$ cat config.mk
export PLATFORM = sky130hd
export DESIGN_NAME = pipe_stall_responder
export DESIGN_NICKNAME = d
export VERILOG_FILES = /design/src/rtl/pipe_stall_responder.sv
export SDC_FILE = /design/constraint.sdc
export NUM_CORES = 1
export LEC_CHECK = 0
export CELL_PAD_IN_SITES_DETAIL_PLACEMENT = 0
export CELL_PAD_IN_SITES_GLOBAL_PLACEMENT = 1
export CORE_UTILIZATION = 32
export DETAILED_ROUTE_END_ITERATION = 12
export GPL_TIMING_DRIVEN = 1
export HOLD_SLACK_MARGIN = 0.12
export PLACE_DENSITY_LB_ADDON = 0.1
export SLEW_MARGIN = 20
export SYNTH_ARGS = -nofsm -noshare
export SYNTH_HDL_FRONTEND = slang
export SYNTH_SLANG_ARGS = --single-unit
$ cat constraint.sdc
create_clock -name clk -period 4.2 [get_ports clk]
set_input_delay 0.63 -clock clk [delete_from_list [all_inputs] [get_ports clk]]
set_output_delay 0.63 -clock clk [all_outputs]
set_load 0.02 [all_outputs]
$ cat src/rtl/pipe_stall_responder.sv
// pipe_stall_responder: consumer side of the hazard-detection interface.
// Owns the fetch PC, the IF/ID register and the ID/EX bubble request, and
// turns load-use and branch stall requests into bounded PC/IF/ID holds.
// Optional feature macro: STALL_STATS_EN enables the saturating stall
// counters; without it both counter ports are tied to zero.
module pipe_stall_responder #(
  parameter int              XLEN     = 32,
  parameter logic [XLEN-1:0] RESET_PC = '0
) (
  input  logic            clk,
  input  logic            reset,
  input  logic            stall_load,
  input  logic            branch_dec,
  input  logic            branch_resolve,
  input  logic            branch_taken,
  input  logic [XLEN-1:0] branch_target,
  input  logic [31:0]     instr_in,
  output logic [XLEN-1:0] pc_out,
  output logic [31:0]     if_id_instr,
  output logic [XLEN-1:0] if_id_pc,
  output logic            if_id_valid,
  output logic            id_ex_bubble,
  output logic            misalign,
  output logic [15:0]     load_stall_cnt,
  output logic [15:0]     branch_stall_cnt
);

  localparam logic [31:0] NOP_INSTR = 32'h0000_0013;

  typedef enum logic [1:0] {
    RUN       = 2'd0,
    LOAD_HOLD = 2'd1,
    BR_WAIT   = 2'd2
  } state_t;

  state_t          state_reg;
  logic [XLEN-1:0] pc_reg;
  logic [31:0]     if_id_instr_reg;
  logic [XLEN-1:0] if_id_pc_reg;
  logic            if_id_valid_reg;
  logic            misalign_reg;
  // Set once a load request has been served and held until the request
  // drops, so a request that stays asserted cannot re-trigger the stall.
  logic            stale_reg;

  logic load_accept;
  logic branch_squash;

  // Request acceptance is decided combinationally so the bubble shows up in
  // the same cycle the load-use hazard is reported.
  assign load_accept   = (state_reg == RUN) && stall_load && !stale_reg;
  assign branch_squash = (state_reg == RUN) && !load_accept && branch_dec && if_id_valid_reg;
  assign id_ex_bubble  = load_accept;

  assign pc_out      = pc_reg;
  assign if_id_instr = if_id_instr_reg;
  assign if_id_pc    = if_id_pc_reg;
  assign if_id_valid = if_id_valid_reg;
  assign misalign    = misalign_reg;

  // Stall FSM: sequences PC and IF/ID updates for RUN, LOAD_HOLD and BR_WAIT.
  always_ff @(posedge clk) begin
    if (reset) begin
      state_reg       <= RUN;
      pc_reg          <= RESET_PC;
      if_id_instr_reg <= NOP_INSTR;
      if_id_pc_reg    <= '0;
      if_id_valid_reg <= 1'b0;
      misalign_reg    <= 1'b0;
      stale_reg       <= 1'b0;
    end else begin
      misalign_reg <= 1'b0;
      stale_reg    <= stall_load && (stale_reg || load_accept);
      case (state_reg)
        RUN: begin
          if (load_accept) begin
            // PC and IF/ID hold while the bubble goes down the pipe.
            state_reg <= LOAD_HOLD;
          end else if (branch_squash) begin
            // pc_reg already points at the fall-through; drop the shadow fetch.
            if_id_valid_reg <= 1'b0;
            state_reg       <= BR_WAIT;
          end else begin
            pc_reg          <= pc_reg + XLEN'(4);
            if_id_instr_reg <= instr_in;
            if_id_pc_reg    <= pc_reg;
            if_id_valid_reg <= 1'b1;
          end
        end
        LOAD_HOLD: begin
          pc_reg          <= pc_reg + XLEN'(4);
          if_id_instr_reg <= instr_in;
          if_id_pc_reg    <= pc_reg;
          if_id_valid_reg <= 1'b1;
          state_reg       <= RUN;
        end
        BR_WAIT: begin
          if_id_valid_reg <= 1'b0;
          if (branch_resolve) begin
            if (branch_taken) begin
              pc_reg       <= {branch_target[XLEN-1:2], 2'b00};
              misalign_reg <= |branch_target[1:0];
            end
            state_reg <= RUN;
          end
        end
        default: state_reg <= RUN;
      endcase
    end
  end

`ifdef STALL_STATS_EN
  logic [15:0] load_cnt_reg;
  logic [15:0] branch_cnt_reg;

  // Saturating stall statistics; the branch count includes the squash cycle.
  always_ff @(posedge clk) begin
    if (reset) begin
      load_cnt_reg   <= '0;
      branch_cnt_reg <= '0;
    end else begin
      if (load_accept && (load_cnt_reg != 16'hFFFF))
        load_cnt_reg <= load_cnt_reg + 16'd1;
      if ((branch_squash || (state_reg == BR_WAIT)) && (branch_cnt_reg != 16'hFFFF))
        branch_cnt_reg <= branch_cnt_reg + 16'd1;
    end
  end

  assign load_stall_cnt   = load_cnt_reg;
  assign branch_stall_cnt = branch_cnt_reg;
`else
  assign load_stall_cnt   = 16'd0;
  assign branch_stall_cnt = 16'd0;
`endif

endmodule

==> key figures, run 1 <==
Logic synthesis
  • Yosys cell types: 56
  • Synth Register Bits: 97
  • EDFF count, synth: 0
  • Top FF cell, synth: dfxtp_1
  • Post-synthesis cell count: between 600 and 700
  • Post-synth top area cell: dfxtp_1
  • Yosys top cell area share: 41.3%
  • Synth Warn #: 0
  • Post-synthesis cell area: 4700 um2
  • Async SR Flop Fraction: 0%
  • Top cells by area, synth: dfxtp_1, nand2_1, a21oi_1
  • Sequential area share after synthesis: 41.3%
  • Mean Syn Cell Area: 7.62 um2

Drt
  • Drc violations: 0
  • WL final: 14.1 mm
  • DR pass1 iterations: 5
  • Vias: around 4700
  • Initial DRC Count: 242
  • Routed len/inst: 15.0 um
  • Vias per inst: around 5.0
  • Remaining antenna violation count: 0

Placed design
  • Buffers on Ports: about 160
  • GPL Wtd Cong: about 0.8
  • Post-placement cell count: 922
  • Detailed Place HPWL: between 9 and 10 mm

Global route
  • Total congestion overflow: 0
  • Antenna violations before repair: 0
  • First-pass GRT wire length: 22.5 mm
  • Pin count of the biggest net entering global routing: 100
  • Vias in the first global route: 4308
  • Total track usage: about a fifth

Setup path
  • Worst R2R Path Depth: 6
  • Reg2reg end: pc_out[31]$_SDFFE_PP0P_
  • Setup crit end kind: output pin
  • CP startpoint kind: flip-flop
  • Crit-path max FO: 8
  • CP Data Required Time: approximately 3.6 ns
  • R2R Path Start: state_reg[0]$_SDFFE_PP0P_
  • Worst EP arrival: approximately 2.2 ns
  • Reg2reg setup slack: 1.64 ns
  • Setup CP Type: reg -> out

Timing
  • Least-Margin Pin Slew: 1.01 ns
  • Final hold violations: 0
  • Sum Neg Setup Slack: 0 ns
  • Part of the cycle the worst path needs: 66.9%
  • RSZ-0062 raised after global routing: false
  • Final Max Tran Viols: 0
  • Final setup violation count: 0
  • Fmax achieved: 0.356 GHz
  • Setup Skew: ~0.0071 ns
  • Max_slew headroom: roughly 32%
  • Final min period: between 2 and 3 ns

Pwr
  • Sequential Power Share: 42.0%
  • Sw power: about 0.74 mW
  • Leakage: 2.35 nW
  • P per Cell Area: 367 nW/um2
  • Power share of the clock group: 34.9%
  • Int Pwr: 1.70 mW
  • Sw Ratio: 30.5%
  • Comb power frac: between 20 and 25%
  • Max VDD drop: 0.164 mV

Hold path
  • Hold Path Sink: if_id_pc[27]$_SDFFE_PP0P_
  • Hold path startpoint: if_id_pc[27]$_SDFFE_PP0P_
  • Cells on Worst Hold Path: 2
  • Worst min path class: reg -> reg

Cells and area
  • Fin cells: 939
  • Fraction of layout cells with a size suffix above 1: 5.40%
  • Commonest non-fill, non-tap cell in the layout: nand2_1
  • Number of flip-flops under the largest register name: 32
  • Final nets: approximately 830
  • Most frequent cells in the layout: nand2_1, clkdlybuf4s50_1, dfxtp_1
  • Area Growth Syn to Fin: 41.4%
  • N_diodes: 0

CTS
  • CTS Buf Count: 9
  • Clk_lat worst skew: 0.35 ns
  • H-tree depth: 3
  • Clock sinks: 97
  • Root buf cell: clkbuf_16
  • Clock Pin Slew Worst Setup and Hold Paths: 0.07 ns
  • Worst-case clock buffer depth: 2
  • TritonCTS clock tree: built
  • Hold Buf Count CTS: 0
  • Setup bufs post-CTS: 0
  • Post-CTS resize count: 0

Outcome
  • Run status: complete, no violations

Floorplan
  • Core Region: 14100 um2
  • Io pins: about 200
  • Die ar.: 15200 um2
  • Rows: 43
  • Die width: about 120 um
  • Die Ht: 123 um
  • Initial Utilization: around a third

Flow run
  • Max cap viols: 0
metrics by stage:
stage          cell area, um2  utilization, %  setup WS, ns  power [mW]  hold slack [ns]
3_3_place_gp             6320            44.8          1.19        1.61            0.437
3_5_place_dp             6320            44.8          1.14        1.61            0.443
5_1_grt                  6650            47.2          1.28        2.57            0.464
4_1_cts                  6630            47.0          1.36        2.48            0.452
6_report                 6650            47.2          1.39        2.44            0.450
2_1_floorplan            4830               -          2.08        1.38            0.463
worst max-delay path, cell delays in order (launching register included):
cell and delay [ns]:
dfxtp_1 0.33, inv_1 0.11, ha_1 0.36, and3b_1 0.37, clkdlybuf4s50_1 0.67
Yosys cell counts, drive strengths merged (2+ instances only):
library cell	n
and4	3
o21ai	19
mux2i	5
a221oi	3
o21a	2
clkbuf	31
o31ai	4
a21o	8
and3	5
a22oi	4
nor2b	2
a31oi	13
nor2	30
nor3b	2
nand2b	2
nor3	9
nand3	17
or3	4
nand4	14
ha	5
and2	3
a21oi	82
a211oi	4
or4	2
buf	48
o41ai	2
nand2	165
nand3b	3
dfxtp	97
inv	6
nor4	9
power by group through the flow:
stage	registers (mW)	logic [mW]	clock network, mW
after CTS	1.02	0.570	0.883
final	1.02	0.564	0.850
after global placement	1.04	0.564	0
after global routing	1.03	0.619	0.917
after detailed placement	1.04	0.568	0
after floorplan	1.10	0.283	0
layout make-up:
class,instances,area [um2]
Tap cell,180,225
Clock inverter,5,53.8
Multi-Input combinational cell,469,2450
Fill cell,1400,7450
Timing Repair Buffer,170,1700
Clock buffer,11,253
Inverter,7,26.3
Sequential cell,97,1940
worst max-delay path by stage:
| stage | start | endpoint |
|---|---|---|
| 4_1_cts | state_reg[0]$_SDFFE_PP0P_ | id_ex_bubble |
| 3_5_place_dp | branch_dec | pc_out[31]$_SDFFE_PP0P_ |
| 2_1_floorplan | state_reg[0]$_SDFFE_PP0P_ | pc_out[21]$_SDFFE_PP0P_ |
| 5_1_grt | state_reg[1]$_SDFFE_PP0P_ | id_ex_bubble |
| 6_report | state_reg[0]$_SDFFE_PP0P_ | id_ex_bubble |
| 3_3_place_gp | branch_dec | pc_out[31]$_SDFFE_PP0P_ |
cells by family (layout without fill, tap and decap cells):
family / Yosys count / after routing / share of synthesized area [%]
muxes: 5 / 5 / 1.06
DFF: 97 / 97 / 41.3
and+or+nand+nor: 273 / 273 / 27.1
buffers and inverters: 86 / 193 / 9.98
adders and majority gates: 5 / 5 / 1.33
other: 1 / 36 / 0.0798
AOI/OAI and AO/OA: 150 / 150 / 19.1
routing by layer:
| metal | vias to the layer above | part of all wire [%] | track usage (%) |
|---|---|---|---|
| met4 | 0 | 1.5 | 7.38 |
| li1 | 2329 | - | - |
| met2 | 149 | 48 | 31.0 |
| met5 | - | 0 | 0 |
| met1 | 2159 | 43 | 24.1 |
| met3 | 14 | 7.2 | 5.35 |
No activity file was read; power rests on OpenSTA's default activity.
==> run 2, diff against run 1 <==
- CORE_UTILIZATION: 32 -> 27
- clock period: 4.2 -> 2.3 ns (I/O delays scaled with it)
==> key figures, run 2 (synthesis gave the netlist of run 1 again) <==
Cells and area
  • Area Growth Syn to Fin: 48.4%
  • Fin cells: 1009 (+7.5%)
  • Fillers: 1723 (+23%)
  • Fraction of layout cells with a size suffix above 1: 9.25% (+3.9 points)
  • N_diodes: 0 (unchanged)
  • Number of flip-flops under the largest register name: 32 (unchanged)
  • Sequential Area: 1940 um2 (about the same)
  • Area of the multi-input gates: 2460 um2 (+0.41%)
  • Most frequent cells in the layout: nand2_1, clkdlybuf4s50_1, dfxtp_1
  • Final nets: 859 (+3.6%)
  • Commonest non-fill, non-tap cell in the layout: nand2_1
  • Post-layout utilization of the core: 41.5% (-5.7 points)

Timing
  • RSZ-0062 raised after global routing: false
  • Final min period: 2.13 ns
  • Max_slew headroom: 51.9% (+20 points)
  • Final hold violations: 0 (unchanged)
  • Final setup violation count: 0 (unchanged)
  • Sum Neg Setup Slack: 0 ns (unchanged)
  • Part of the cycle the worst path needs: 92.8%
  • Fmax achieved: 0.469 GHz
  • Least-Margin Pin Slew: 0.721 ns (-0.289 ns)
  • Final Max Tran Viols: 0 (unchanged)
  • Setup Skew: 0.00734 ns (+0.000217 ns)

Setup path
  • Buf/Inv on CP: 1 (-1)
  • Worst EP arrival: 2.41 ns (+0.23 ns)
  • CP delay by family, top: simple AND/OR/NAND/NOR gates
  • Critical path, cell by cell: inv_1 > ha_1 > and3b_1 > a2111o_1 > or4_1 > a41oi_2
  • Setup CP Type: reg -> reg
  • Reg2reg setup slack: 0.17 ns (-1.47 ns)
  • Worst R2R Path Depth: 6 (unchanged)
  • Reg2reg end: pc_out[31]$_SDFFE_PP0P_
  • Setup crit end kind: flip-flop
  • CP startpoint: state_reg[1]$_SDFFE_PP0P_
  • Highest-delay cell along the critical path: or4_1
  • CP startpoint kind: flip-flop
  • CP peak stage delay: 0.52 ns (-0.15 ns)
  • R2R Path Start: state_reg[1]$_SDFFE_PP0P_
  • Crit-path max FO: 5 (-3)
  • Worst setup path end: pc_out[31]$_SDFFE_PP0P_
  • Critical path depth in cells: 6 (+2)
  • CP Data Required Time: 2.58 ns (-0.99 ns)

CTS
  • Root buf cell: clkbuf_16
  • Clock Pin Slew Worst Setup and Hold Paths: 0.07 ns (about the same)
  • TritonCTS clock tree: built
  • Hold Buf Count CTS: 0 (unchanged)
  • CTS Buf Count: 9 (unchanged)
  • Worst-case clock buffer depth: 2 (unchanged)
  • Setup bufs post-CTS: 0 (unchanged)
  • Clk_lat worst skew: 0.35 ns (about the same)
  • H-tree depth: 3 (unchanged)
  • Clock sinks: 97 (unchanged)

Drt
  • Initial DRC Count: 266 (+9.9%)
  • Remaining antenna violation count: 0 (unchanged)
  • Vias per inst: 4.69 (-5.4%)
  • DR pass1 iterations: 5 (unchanged)
  • Drc violations: 0 (unchanged)
  • Routed len/inst: 14.9 um (-0.50%)
  • Vias: 4729 (+1.7%)
  • WL final: 15.1 mm (+6.9%)

Pwr
  • P per Cell Area: 643 nW/um2 (+75%)
  • Leakage: 2.52 nW (+7.3%)
  • Max VDD drop: 0.391 mV (+140%)

Global route
  • First-pass GRT wire length: 24.3 mm (+7.7%)
  • Antenna violations before repair: 0 (unchanged)
  • Vias in the first global route: 4607 (+6.9%)
  • Pin count of the biggest net entering global routing: 64 (-36%)
  • Total congestion overflow: 0 (unchanged)
  • Total track usage: 17.2% (-2.0 points)

Floorplan
  • Die Ht: 134 um (+8.7%)
  • Initial Utilization: 28.0% (-5.4 points)
  • Die ar.: 17900 um2 (+18%)
  • Die width: 134 um (+8.7%)
  • Rows: 47 (+9.3%)
  • Core Region: 16800 um2 (+19%)
  • Io pins: 201 (unchanged)

Hold path
  • Worst min path class: reg -> reg

Placed design
  • Buffers on Ports: 164 (unchanged)
  • GPL Wtd Cong: 0.764 (-4.0%)
  • Post-placement cell count: 993 (+7.7%)
  • Detailed Place HPWL: 10.6 mm (+13%)

Flow run
  • Max cap viols: 0 (unchanged)

Outcome
  • Run status: complete, no violations
run 2: report_power, final:
part	total, mW	internal [mW]	switching (mW)
sequential	1.86	1.78	0.0741
clock	1.49	0.757	0.728
combinational	1.15	0.493	0.654
run 2: how the worst min path moves through the flow:
stage / startpoint / to / slack [ns] / cells past startpoint
2_1_floorplan: stale_reg$_SDFF_PP0_ / stale_reg$_SDFF_PP0_ / 0.46 / 2
3_3_place_gp: if_id_instr[17]$_SDFFE_PP0P_ / if_id_instr[17]$_SDFFE_PP0P_ / 0.44 / 2
3_5_place_dp: if_id_instr[29]$_SDFFE_PP0P_ / if_id_instr[29]$_SDFFE_PP0P_ / 0.44 / 2
4_1_cts: if_id_instr[29]$_SDFFE_PP0P_ / if_id_instr[29]$_SDFFE_PP0P_ / 0.45 / 2
5_1_grt: if_id_instr[27]$_SDFFE_PP0P_ / if_id_instr[27]$_SDFFE_PP0P_ / 0.47 / 2
6_report: if_id_instr[29]$_SDFFE_PP0P_ / if_id_instr[29]$_SDFFE_PP0P_ / 0.45 / 2
run 2: layout make-up:
| class | instances | share of cell area [%] |
|---|---|---|
| Inverter | 7 | 0.377 |
| Clock buffer | 9 | 3.23 |
| Timing Repair Buffer | 200 | 28.4 |
| Clock inverter | 7 | 0.915 |
| Tap cell | 220 | 3.95 |
| Sequential cell | 97 | 27.9 |
| Multi-Input combinational cell | 469 | 35.3 |
run 2: repair_timing:
item / in CTS / in global routing
resized for setup: 0 / 6
endpoints found under the hold margin: 0 / 0
endpoints found under the setup margin: 0 / 11
run 2: tightest hold or removal path, stage by stage, from the launching register on:
cell     delay (ns)
dfxtp_1        0.31
nand2_1        0.05
a21oi_1        0.05
run 2: per-stage QoR:
stage	hold slack [ns]	worst slack [ns]	total power [mW]	cell area, um2
6_report	0.450	0.166	4.49	6980
3_3_place_gp	0.437	0.0511	3.03	6670
4_1_cts	0.454	0.0536	4.57	6950
2_1_floorplan	0.463	0.185	2.53	4830
5_1_grt	0.470	0.0127	4.75	6980
3_5_place_dp	0.443	-0.00366	3.04	6670
run 2: metal layers:
layer | wire, um | share of wire [%] | track usage (%) | vias to the layer above
met5 | 0 | 0 | 0 | -
met1 | 6420 | 43 | 20.7 | 2184
met4 | 111 | 0.74 | 4.17 | 0
met3 | 1150 | 7.6 | 6.39 | 7
met2 | 7390 | 49 | 28.7 | 148
li1 | - | - | - | 2390
